==> src/rtl/alu_types.sv <==
// ---------------------------------------------------------------------------
// alu_types: shared types for the ALU slice.
//   alu_control_t    - 4-bit operation select seen on the alu control port
//   shift_mode_t     - mode select for the barrel shifter
//   SHAMT_W          - width of the shift amount taken from b
//   alu_control_name - mnemonic string for an operation (for benches/logs)
// ---------------------------------------------------------------------------
package alu_types;

    localparam int SHAMT_W = 5;

    typedef enum logic [3:0] {
        ALU_AND  = 4'b0001,
        ALU_OR   = 4'b0010,
        ALU_XOR  = 4'b0011,
        ALU_SLL  = 4'b0101,
        ALU_SRL  = 4'b0110,
        ALU_SRA  = 4'b0111,
        ALU_ADD  = 4'b1000,
        ALU_SUB  = 4'b1100,
        ALU_SLT  = 4'b1101,
        ALU_SLTU = 4'b1111
    } alu_control_t;

    typedef enum logic [1:0] {
        SHIFT_SLL = 2'd0,
        SHIFT_SRL = 2'd1,
        SHIFT_SRA = 2'd2
    } shift_mode_t;

    function automatic string alu_control_name(alu_control_t control);
        case (control)
            ALU_AND:  return "AND";
            ALU_OR:   return "OR";
            ALU_XOR:  return "XOR";
            ALU_SLL:  return "SLL";
            ALU_SRL:  return "SRL";
            ALU_SRA:  return "SRA";
            ALU_ADD:  return "ADD";
            ALU_SUB:  return "SUB";
            ALU_SLT:  return "SLT";
            ALU_SLTU: return "SLTU";
            default:  return "UNDEF";
        endcase
    endfunction

endpackage

==> src/rtl/shifter.sv <==
// ---------------------------------------------------------------------------
// shifter: N-bit logarithmic barrel shifter.
//   data   in  N        value to shift
//   amount in  SHAMT_W  shift distance
//   mode   in  shift_mode_t  SLL (zero fill), SRL (zero fill), SRA (sign fill)
//   result out N        shifted value
// Left shifts reuse the right-shift stages by bit-reversing in and out.
// ---------------------------------------------------------------------------
module shifter
    import alu_types::*;
#(
    parameter int N = 32
) (
    input  logic [N-1:0]       data,
    input  logic [SHAMT_W-1:0] amount,
    input  shift_mode_t        mode,
    output logic [N-1:0]       result
);

    function automatic logic [N-1:0] reverse_bits(logic [N-1:0] value);
        logic [N-1:0] r;
        for (int i = 0; i < N; i++) begin
            r[i] = value[N-1-i];
        end
        return r;
    endfunction

    logic [N-1:0] stage;
    logic         fill;

    // NOTE: blocking assignments here are intentional -- each stage reads
    // the value the previous stage just produced within the same evaluation.
    always_comb begin
        fill  = (mode == SHIFT_SRA) && data[N-1];
        stage = (mode == SHIFT_SLL) ? reverse_bits(data) : data;
        for (int s = 0; s < SHAMT_W; s++) begin
            if (amount[s]) begin
                stage = (stage >> (1 << s))
                      | (fill ? ~({N{1'b1}} >> (1 << s)) : '0);
            end
        end
        result = (mode == SHIFT_SLL) ? reverse_bits(stage) : stage;
    end

endmodule

==> src/rtl/alu.sv <==
// ---------------------------------------------------------------------------
// alu: structural, purely combinational ALU.
//   clk      in   system clock (no datapath state uses it)
//   rst      in   async active-high; forces result=0, overflow=0, equal=0,
//                 zero=1 while asserted, with no clock edge involved
//   a, b     in   N-bit operands; b[4:0] is the shift amount
//   control  in   alu_control_t operation select
//   result   out  N-bit result (0 for undefined encodings)
//   overflow out  signed overflow of ADD/SUB, 0 otherwise
//   zero     out  result == 0
//   equal    out  a == b, independent of control
// ADD, SUB, SLT and SLTU share one adder; comparisons come from the
// subtraction's sign, overflow and carry.
// ---------------------------------------------------------------------------
module alu
    import alu_types::*;
#(
    parameter int N = 32
) (
    input  logic         clk,
    input  logic         rst,
    input  logic [N-1:0] a,
    input  logic [N-1:0] b,
    input  alu_control_t control,
    output logic [N-1:0] result,
    output logic         overflow,
    output logic         zero,
    output logic         equal
);

    logic unused_clk;
    assign unused_clk = clk;

    // Shared adder/subtractor: a + (b ^ sub) + sub.
    logic         sub_en;
    logic [N-1:0] b_operand;
    logic [N:0]   sum_full;
    logic [N-1:0] sum;
    logic         carry_out;
    logic         add_ovf;
    logic         less_signed;
    logic         less_unsigned;

    assign sub_en    = (control == ALU_SUB) || (control == ALU_SLT) || (control == ALU_SLTU);
    assign b_operand = b ^ {N{sub_en}};
    assign sum_full  = {1'b0, a} + {1'b0, b_operand} + {{N{1'b0}}, sub_en};
    assign sum       = sum_full[N-1:0];
    assign carry_out = sum_full[N];

    // Using the inverted b for subtraction makes one formula cover both
    // the ADD and SUB overflow conditions.
    assign add_ovf       = (a[N-1] == b_operand[N-1]) && (sum[N-1] != a[N-1]);
    // Sign of a-b is wrong exactly when the subtraction overflowed.
    assign less_signed   = sum[N-1] ^ add_ovf;
    // No carry out of a + ~b + 1 means a borrow, i.e. a < b unsigned.
    assign less_unsigned = ~carry_out;

    shift_mode_t  shift_mode;
    logic [N-1:0] shift_result;

    always_comb begin
        case (control)
            ALU_SLL: shift_mode = SHIFT_SLL;
            ALU_SRA: shift_mode = SHIFT_SRA;
            default: shift_mode = SHIFT_SRL;
        endcase
    end

    shifter #(.N(N)) u_shifter (
        .data   (a),
        .amount (b[SHAMT_W-1:0]),
        .mode   (shift_mode),
        .result (shift_result)
    );

    logic [N-1:0] result_raw;
    logic         overflow_raw;

    // NOTE: every output of this block gets a default before the case, so
    // undefined encodings cannot leave a value held and infer a latch.
    always_comb begin
        result_raw   = '0;
        overflow_raw = 1'b0;
        case (control)
            ALU_AND:  result_raw = a & b;
            ALU_OR:   result_raw = a | b;
            ALU_XOR:  result_raw = a ^ b;
            ALU_SLL,
            ALU_SRL,
            ALU_SRA:  result_raw = shift_result;
            ALU_ADD,
            ALU_SUB: begin
                result_raw   = sum;
                overflow_raw = add_ovf;
            end
            ALU_SLT:  result_raw = {{(N-1){1'b0}}, less_signed};
            ALU_SLTU: result_raw = {{(N-1){1'b0}}, less_unsigned};
            default:  result_raw = '0;
        endcase
    end

    // Reset overrides the outputs combinationally; there is no state to clear.
    always_comb begin
        if (rst) begin
            result   = '0;
            overflow = 1'b0;
            zero     = 1'b1;
            equal    = 1'b0;
        end else begin
            result   = result_raw;
            overflow = overflow_raw;
            zero     = (result_raw == '0);
            equal    = (a == b);
        end
    end

endmodule

==> config.mk <==
export PLATFORM = sky130hd
export DESIGN_NAME = alu
export DESIGN_NICKNAME = d
export VERILOG_FILES = /design/src/rtl/alu_types.sv /design/src/rtl/shifter.sv /design/src/rtl/alu.sv
export SDC_FILE = /design/constraint.sdc
export NUM_CORES = 1
export LEC_CHECK = 0
export ABC_CLOCK_PERIOD_IN_PS = 6900
export CORE_UTILIZATION = 55
export DETAILED_ROUTE_END_ITERATION = 10
export GPL_TIMING_DRIVEN = 1
export PLACE_DENSITY_LB_ADDON = 0.3
export SLEW_MARGIN = 15
export SYNTH_ARGS = -nofsm -noshare
export SYNTH_HDL_FRONTEND = slang
export SYNTH_HIERARCHICAL = 1
export SYNTH_SLANG_ARGS = --single-unit
==> constraint.sdc <==
create_clock -name vclk -period 6.9
set_input_delay 1.035 -clock vclk [all_inputs]
set_output_delay 1.035 -clock vclk [all_outputs]
set_load 0.05 [all_outputs]
==> results of run 1 <==
-- through the flow --
stage               setup WS [ns]  instance area [um^2]
CTS                        0.2414                  8846
global route              0.01181                  8867
floorplan                  0.2743                  7437
global placement           0.2578                  8846
detailed placement         0.2550                  8846
finish                     0.1481                  8870
-- worst max-delay path: cells and delay by family --
family                 cells  cell delay (ns)
buffers and inverters      5             1.11
and+or+nand+nor            7             1.22
AOI/OAI and AO/OA          3             1.07
muxes                      3             1.26
-- kinds of logic after synthesis --
family | share of synthesized area [%]
AO/OA/AOI/OAI | 28.62
multiplexers | 20.79
buffers and inverters | 8.243
XOR/XNOR | 6.948
AND/OR/NAND/NOR | 18.81
adder cells (fa/ha/maj) | 16.59
-- path summary, 6_finish.rpt --
| check | to | slack (ns) | depth (start not counted) |
|---|---|---|---|
| min | result[26] | 3.07 | 4 |
| max | zero | 0.15 | 18 |
-- synth_stat cells, types with 15 or more instances --
| library cell | instances |
|---|---|
| sky130_fd_sc_hd__ha_1 | 97 |
| sky130_fd_sc_hd__nand2_1 | 90 |
| sky130_fd_sc_hd__nor2_1 | 83 |
| sky130_fd_sc_hd__inv_1 | 79 |
| sky130_fd_sc_hd__a21oi_1 | 73 |
| sky130_fd_sc_hd__mux2i_1 | 54 |
| sky130_fd_sc_hd__xnor2_1 | 48 |
| sky130_fd_sc_hd__clkbuf_1 | 44 |
| sky130_fd_sc_hd__o21ai_0 | 41 |
| sky130_fd_sc_hd__mux4_2 | 37 |
| sky130_fd_sc_hd__o22ai_1 | 35 |
| sky130_fd_sc_hd__a22oi_1 | 18 |
| sky130_fd_sc_hd__nor3_1 | 18 |
| sky130_fd_sc_hd__a221oi_1 | 15 |
-- metal layers --
metal	GRT usage, %	vias up	wire length, um
met1	56.27	4306	11910
met5	0	-	0
met3	9.459	179	4006
met2	69.63	725	13760
li1	-	3991	-
met4	24.04	0	2118
-- cells in the final DEF, fill, tap and decap left out, types with 7 or more instances in the layout --
| cell type | synthesis | layout |
|---|---|---|
| sky130_fd_sc_hd__nor2_1 | 83 | 83 |
| sky130_fd_sc_hd__o32ai_1 | 7 | 7 |
| sky130_fd_sc_hd__a211oi_1 | 12 | 12 |
| sky130_fd_sc_hd__a21oi_1 | 73 | 73 |
| sky130_fd_sc_hd__nand3_1 | 14 | 14 |
| sky130_fd_sc_hd__o21ai_0 | 41 | 40 |
| sky130_fd_sc_hd__nand2_1 | 90 | 90 |
| sky130_fd_sc_hd__a21o_1 | 8 | 8 |
| sky130_fd_sc_hd__a22oi_1 | 18 | 17 |
| sky130_fd_sc_hd__a31oi_1 | 12 | 12 |
| sky130_fd_sc_hd__o21a_1 | 9 | 9 |
| sky130_fd_sc_hd__mux4_2 | 37 | 37 |
| sky130_fd_sc_hd__xor2_1 | 11 | 11 |
| sky130_fd_sc_hd__clkdlybuf4s50_1 | 0 | 69 |
| sky130_fd_sc_hd__o211ai_1 | 10 | 10 |
| sky130_fd_sc_hd__buf_4 | 0 | 90 |
| sky130_fd_sc_hd__inv_1 | 79 | 79 |
| sky130_fd_sc_hd__a221oi_1 | 15 | 14 |
| sky130_fd_sc_hd__ha_1 | 97 | 97 |
| sky130_fd_sc_hd__nor3_1 | 18 | 18 |
| sky130_fd_sc_hd__and3_1 | 9 | 8 |
| sky130_fd_sc_hd__nor4_1 | 9 | 9 |
| sky130_fd_sc_hd__a32oi_1 | 9 | 9 |
| sky130_fd_sc_hd__o31ai_1 | 7 | 7 |
| sky130_fd_sc_hd__nand3b_1 | 9 | 9 |
| sky130_fd_sc_hd__nand4_1 | 11 | 11 |
| sky130_fd_sc_hd__xnor2_1 | 48 | 48 |
| sky130_fd_sc_hd__o22ai_1 | 35 | 35 |
| sky130_fd_sc_hd__mux2i_1 | 54 | 53 |
-- timing repair --
item	in CTS	in global routing
gates resized for setup	0	6
endpoints found under the setup margin	0	1
buffers inserted	0	0
-- final cells by class --
class | count | area, um^2
Fill cell | 1159 | 4320
Antenna cell | 1 | 2.502
Inverter | 82 | 307.8
Multi-Input combinational cell | 853 | 6857
Timing Repair Buffer | 166 | 1483
Tap cell | 176 | 220.2
==> results.md, run 1 <==
Outcome
• run status: finished, final reports clean

Setup path
• start point of the critical path: control[3]
• Crit. End Element: primary output
• critical path fanouts, max: 7
• type of element launching the critical path: input pin
• CP max-delay cell: sky130_fd_sc_hd__mux4_2
• maximum cell stage delay along the critical path: 0.59 ns
• endpoint required time on the critical path: 5.86 ns
• start-to-end type of the worst setup path: in -> out
• WP data arrival: 5.72 ns
• ordered list of cells on the worst path: clkdlybuf4s50_1 -> nand3b_1 -> nor2_1 -> buf_4 -> nor2_4 -> buf_6 -> buf_4 -> mux4_2 -> mux4_2 -> a211oi_1 -> or3_1 -> mux2i_1 -> a221oi_1 -> nand3_1 -> nor3_1 -> and3_1 -> a41o_1 -> buf_12

Detailed routing
• Vias/cell: 7.200
• DRC errors left: 0
• vias after detailed routing: 9201
• 1st-iter DRT viols: 1367
• Post-Route WL: 31790 um
• WL/cell: 24.88 um
• count of nets left with antenna violations after detail routing: 0
• TritonRoute pass-1 iters: 7

Floorplan
• die width: 118.3 um
• standard-cell rows: 42
• initial cell density of the core: 56.38%
• total core area: 13190 um^2
• Die Outline Area: 13990 um^2
• number of ports placed on the die boundary: 105
• die height: 118.3 um

Yosys
• area fraction of the dominant cell type after synthesis: 16.32%
• synthesized area per cell: 7.422 um^2
• cell taking the most area after synthesis: sky130_fd_sc_hd__ha_1
• Synth cell types: 85
• instance count of the mapped netlist: 1002
• share of the yosys chip area belonging to registers: 0%
• Synthesized Nets: 1170
• Syn Std Cell Area: 7437 um^2
• ranking of synthesized cells by area: sky130_fd_sc_hd__ha_1 16%, sky130_fd_sc_hd__mux4_2 11%, sky130_fd_sc_hd__mux2i_1 7.3%
• Synth warnings: 6

Timing
• slew at the pin with the worst max-slew slack: 0.7216 ns
• final setup TNS: 0 ns
• final hold viol count: 0
• Worst slew margin: 51.28%
• final count of pins violating max slew: 0
• unrepaired setup endpoints after global routing: false
• achievable frequency: 148.1 MHz
• Final Critical Period: 6.752 ns
• portion of the clock cycle consumed by the worst path in the final layout: 97.85%
• number of setup violations in the final report: 0
• worst hold slack across all endpoints: 3.066 ns

Global route
• global-route wire length before repair: 48130 um
• GRT Residual Overflow: 0
• antenna violations before repair: 1
• overall track demand over capacity in global routing: 44.23%
• number of global-route vias before repair: 8567
• pin count of the biggest net entering global routing: 40

Clocking
• count of hold-fix buffers inserted at cts: 0

Finish
• final net count: 1271
• sequential cells: 0
• utilization of the core after routing: 67.25%
• CLK BUF: 0
• share of post-route cells with drive strength above 1: 15.44%
• Sequential Area: 0 um^2
• growth of design area from synthesis to finish: 19.26%
• Post-Layout Cell Count: 1278

Job
• max capacitance violation total: 0

Placed design
• routability-driven placement congestion ratio: 1.072
• final HPWL from detailed placement: 25750 um
• placed cell count: 1277
• IO buf count: 104

Hold path
• path category of the worst min-delay check: in -> out
• startpoint of the worst hold path: rst

==> run 2: changes to the inputs <==
- ABC_CLOCK_PERIOD_IN_PS: 6900 -> 6400
- CORE_ASPECT_RATIO: default -> 1.1
- SETUP_SLACK_MARGIN: default -> 0.2
- clock period: 6.9 -> 6.4 ns (I/O delays scaled with it)
==> run 2 against run 1 <==
  * First-iteration DRC count is 5.5% lower
  * Highest routed layer unchanged
  * Critical endpoint unchanged
  * Core utilization up 5.9 points
  * Largest cell class unchanged
  * Critical path type unchanged
  * Global-route usage rose by 1.9 points
==> results.md, run 2 (synthesis results as in run 1) <==
Hold path
• startpoint of the worst hold path: control[3]
• Worst Hold Path EP: result[7]
• Cells on Worst Hold Path: 7
• path category of the worst min-delay check: in -> out

Finish
• growth of design area from synthesis to finish: 29.88%
• total inserted antenna cells: 0
• highest-count cells in the layout ignoring fill and taps: 157 x sky130_fd_sc_hd__buf_4, 96 x sky130_fd_sc_hd__ha_1, 90 x sky130_fd_sc_hd__nand2_1
• final standard cell area without fillers: 9659 um^2
• share of post-route cells with drive strength above 1: 23.68%
• footprint of the multi-input gates: 7088 um^2
• CLK BUF: 0
• sequential cells: 0
• Sequential Area: 0 um^2
• number of filler instances in the final layout: 1034
• final net count: 1344
• Post-Layout Cell Count: 1335
• most common library cell in the layout ignoring fill and taps: sky130_fd_sc_hd__buf_4

Placed design
• final HPWL from detailed placement: 26200 um
• IO buf count: 104
• Setup WS pre-CTS: -0.07000 ns
• placed cell count: 1324
• Area after DPL: 9311 um^2
• routability-driven placement congestion ratio: 1.107

Power
• post-route total power: 1.105 mW
• share of total power in sequential cells: 0%
• clock share of power: 0%
• reported net switching power: 638.7 uW
• maximum resistive drop on vdd: 0.08812 mV
• Sw Share: 57.83%
• part of the total power dissipated in combinational logic: 100.0%
• internal power: 465.8 uW
• power density normalized to cell area: 114.4 nW/um^2
• leakage power: 4.261 nW

Setup path
• ordered list of cells on the worst path: clkdlybuf4s50_1 -> buf_4 -> or2_2 -> o41a_1 -> o32ai_1 -> o22ai_1 -> a211oi_1 -> mux2_2 -> a21oi_1 -> o22ai_1 -> a21oi_2 -> and2_1 -> nand4_1 -> nor3_2 -> and3_4 -> a41o_1 -> buf_12
• type of element launching the critical path: input pin
• CP max-delay cell: sky130_fd_sc_hd__clkdlybuf4s50_1
• WP data arrival: 4.99 ns
• start-to-end type of the worst setup path: in -> out
• CP most frequent cell: sky130_fd_sc_hd__o22ai_1
• Crit. End Element: primary output
• endpoint required time on the critical path: 5.44 ns
• maximum cell stage delay along the critical path: 0.53 ns
• critical path fanouts, max: 20

Detailed routing
• Vias/cell: 7.100
• TritonRoute pass-1 iters: 6
• Post-Route WL: 32730 um
• WL/cell: 24.52 um
• count of nets left with antenna violations after detail routing: 0
• vias after detailed routing: 9478
• 1st-iter DRT viols: 1292
• DRC errors left: 0

Timing
• final worst slack: 0.4471 ns
• slew at the pin with the worst max-slew slack: 0.8598 ns
• Worst slew margin: 42.50%
• final hold viol count: 0
• Final Critical Period: 5.953 ns
• number of setup violations in the final report: 0
• final count of pins violating max slew: 0
• achievable frequency: 168.0 MHz
• unrepaired setup endpoints after global routing: false
• portion of the clock cycle consumed by the worst path in the final layout: 93.01%

Floorplan
• total core area: 13210 um^2
• number of ports placed on the die boundary: 105
• die width: 112.9 um
• die height: 124.0 um
• Die Outline Area: 13990 um^2
• initial cell density of the core: 56.29%
• standard-cell rows: 44

Outcome
• run status: finished, final reports clean

Global route
• GRT Residual Overflow: 0
• number of global-route vias before repair: 8672
• antenna violations before repair: 0
• pin count of the biggest net entering global routing: 39
• overall track demand over capacity in global routing: 46.11%
• global-route wire length before repair: 49240 um

Job
• max capacitance violation total: 0

## run 2: power by group through the flow
stage / Combinational [mW] / Clock [mW] / Sequential, mW
floorplan: 0.625 / 0 / 0
global placement: 1.00 / 0 / 0
detailed placement: 1.01 / 0 / 0
CTS: 1.05 / 0 / 0
global route: 1.16 / 0 / 0
finish: 1.10 / 0 / 0
## run 2: worst max-delay path by stage
stage          endpoint  slack [ns]  startpoint  depth (start not counted)
6_report           zero        0.45        b[1]                         17
4_1_cts            zero        0.20  control[0]                         19
3_3_place_gp       zero       -0.03  control[0]                         18
2_1_floorplan  overflow        0.51  control[2]                         16
5_1_grt            zero        0.26  control[3]                         18
3_5_place_dp       zero       -0.07  control[0]                         18
## run 2: worst max-delay path: cells and delay by family
kind	cells	cell delay, ns
compound gates	8	1.86
buf+inv	3	0.96
simple gates	5	0.94
mux	1	0.27
## run 2: per-layer routing
layer	vias to the layer above	part of all wire [%]	GRT usage, %
met3	189	12	7.932
met4	0	7.7	28.45
met1	4341	37	58.02
li1	4158	-	-
met5	-	0	0
met2	790	44	74.27
## run 2: layout make-up
class | count | area share [%]
tap | 161 | 2.085
multi-input combinational | 854 | 73.38
timing repair buffer | 238 | 21.35
inverter | 82 | 3.187
## run 2: repair_timing
| item | 4_1_cts | 5_1_grt |
|---|---|---|
| buffers inserted | 6 | 4 |
| hold buffers | 0 | 0 |
| setup endpoints to repair | 1 | 1 |
| pin swaps | 13 | 18 |
| resized for setup | 37 | 22 |
| gates cloned | 0 | 1 |
## run 2: through the flow
step           util (%)  hold WS, ns  TNS [ns]
2_1_floorplan         -        2.147         0
3_3_place_gp      70.47        2.810  -0.03322
3_5_place_dp      70.47        2.825  -0.07000
4_1_cts           72.05        2.836         0
5_1_grt           73.11        2.895         0
6_report          73.11        2.813         0
(Power assumes the default switching activity.)
==> run 3: changes to the inputs <==
- ABC_CLOCK_PERIOD_IN_PS: 6400 -> 7600
- GPL_TIMING_DRIVEN: 1 -> 0
- clock period: 6.4 -> 7.6 ns (I/O delays scaled with it)
==> run 3 against run 2 <==
  * Via count down 2.9%
  * Core utilization down 6.8 points
  * Hold slack better by 0.12 ns
  * Largest cell class unchanged
==> results.md, run 3 (synthesis results as in run 1) <==
Detailed routing
• WL/cell: 26.26 um
• TritonRoute pass-1 iters: 6
• vias after detailed routing: 9207
• 1st-iter DRT viols: 1281
• count of nets left with antenna violations after detail routing: 0
• Post-Route WL: 33300 um
• DRC errors left: 0
• Vias/cell: 7.261

Setup path
• CP most frequent cell: sky130_fd_sc_hd__buf_4
• start-to-end type of the worst setup path: in -> out
• ordered list of cells on the worst path: clkdlybuf4s50_1 -> clkbuf_2 -> nand3b_1 -> nor2_4 -> buf_4 -> nor2_4 -> buf_4 -> mux4_1 -> mux4_2 -> mux2i_1 -> nand2b_1 -> o221ai_1 -> a32oi_1 -> o211ai_1 -> a21oi_1 -> nand3_1 -> nor3_1 -> and3_1 -> a41o_1 -> buf_4
• maximum cell stage delay along the critical path: 0.70 ns
• WP data arrival: 6.41 ns
• CP max-delay cell: sky130_fd_sc_hd__mux4_1
• kind of cell adding the most delay to the critical path: multiplexers
• endpoint required time on the critical path: 6.46 ns
• type of element launching the critical path: input pin
• Crit. End Element: primary output
• buffers and inverters on the worst path: 5
• critical path fanouts, max: 10

Power
• post-route total power: 829.4 uW
• leakage power: 3.778 nW
• maximum resistive drop on vdd: 0.07385 mV
• power density normalized to cell area: 94.67 nW/um^2

Timing
• number of setup violations in the final report: 0
• Worst slew margin: 39.36%
• achievable frequency: 132.5 MHz
• unrepaired setup endpoints after global routing: true
• final hold viol count: 0
• final count of pins violating max slew: 0
• Final Critical Period: 7.548 ns
• slew at the pin with the worst max-slew slack: 0.9068 ns
• portion of the clock cycle consumed by the worst path in the final layout: 99.32%
• worst hold slack across all endpoints: 2.936 ns

Global route
• overall track demand over capacity in global routing: 46.63%
• antenna violations before repair: 0
• GRT Residual Overflow: 0
• pin count of the biggest net entering global routing: 12
• number of global-route vias before repair: 8435
• global-route wire length before repair: 48960 um

Finish
• highest-count cells in the layout ignoring fill and taps: 97 x sky130_fd_sc_hd__ha_1, 90 x sky130_fd_sc_hd__nand2_1, 88 x sky130_fd_sc_hd__clkdlybuf4s50_1
• Sequential Area: 0 um^2
• final standard cell area without fillers: 8761 um^2
• number of filler instances in the final layout: 1165
• growth of design area from synthesis to finish: 17.80%
• sequential cells: 0
• Post-Layout Cell Count: 1268
• final net count: 1277
• share of post-route cells with drive strength above 1: 8.853%
• most common library cell in the layout ignoring fill and taps: sky130_fd_sc_hd__ha_1
• CLK BUF: 0
• total inserted antenna cells: 0

Floorplan
• standard-cell rows: 44
• initial cell density of the core: 56.29%
• die width: 112.9 um
• Die Outline Area: 13990 um^2
• die height: 124.0 um
• number of ports placed on the die boundary: 105
• total core area: 13210 um^2

Job
• max capacitance violation total: 0

Placed design
• IO buf count: 101
• final HPWL from detailed placement: 27250 um
• routability-driven placement congestion ratio: 1.099
• placed cell count: 1264
• Area after DPL: 8650 um^2

Hold path
• path category of the worst min-delay check: in -> out

Outcome
• run status: finished, final reports clean

[run 3: what timing repair did]
action	4_1_cts	5_1_grt
resized for setup	25	16
pin swaps	1	1
hold buffers	0	0
setup buffers	1	3
setup endpoints to repair	28	11
[run 3: final timing paths]
check,from,cells past startpoint,end
setup / recovery,control[3],20,zero
hold / removal,rst,3,zero
[run 3: power breakdown]
| group | total (mW) | internal, mW | switching, mW |
|---|---|---|---|
| Combinational | 0.829 | 0.312 | 0.518 |
| Clock | 0 | 0 | 0 |
| Sequential | 0 | 0 | 0 |
[run 3: area by class of cell]
type / count / area [um^2] / share of cell area, %
inverters: 82 / 307.8 / 3.513
well taps: 161 / 201.4 / 2.299
plain buffers: 67 / 331.6 / 3.785
repair buffers: 105 / 1050 / 11.98
multi-input cells: 853 / 6870 / 78.42
[run 3: layer usage]
layer  track usage, %  share of wire, %  vias to the layer above  routed length (um)
met3            11.09                13                      206                4173
met5                0                 0                        -                   0
li1                 -                 -                     4020                   -
met2            74.23                43                      790               14430
met4            34.05               8.4                        0                2804
met1            55.47                36                     4191               11890
[run 3: per-stage QoR]
step	setup slack (ns)	utilization, %	setup TNS (ns)
floorplan	0.7643	-	0
global placement	-1.066	65.46	-3.105
detailed placement	-1.049	65.46	-4.095
CTS	0.2081	65.85	0
global route	0.004516	66.31	0
finish	0.05174	66.31	0
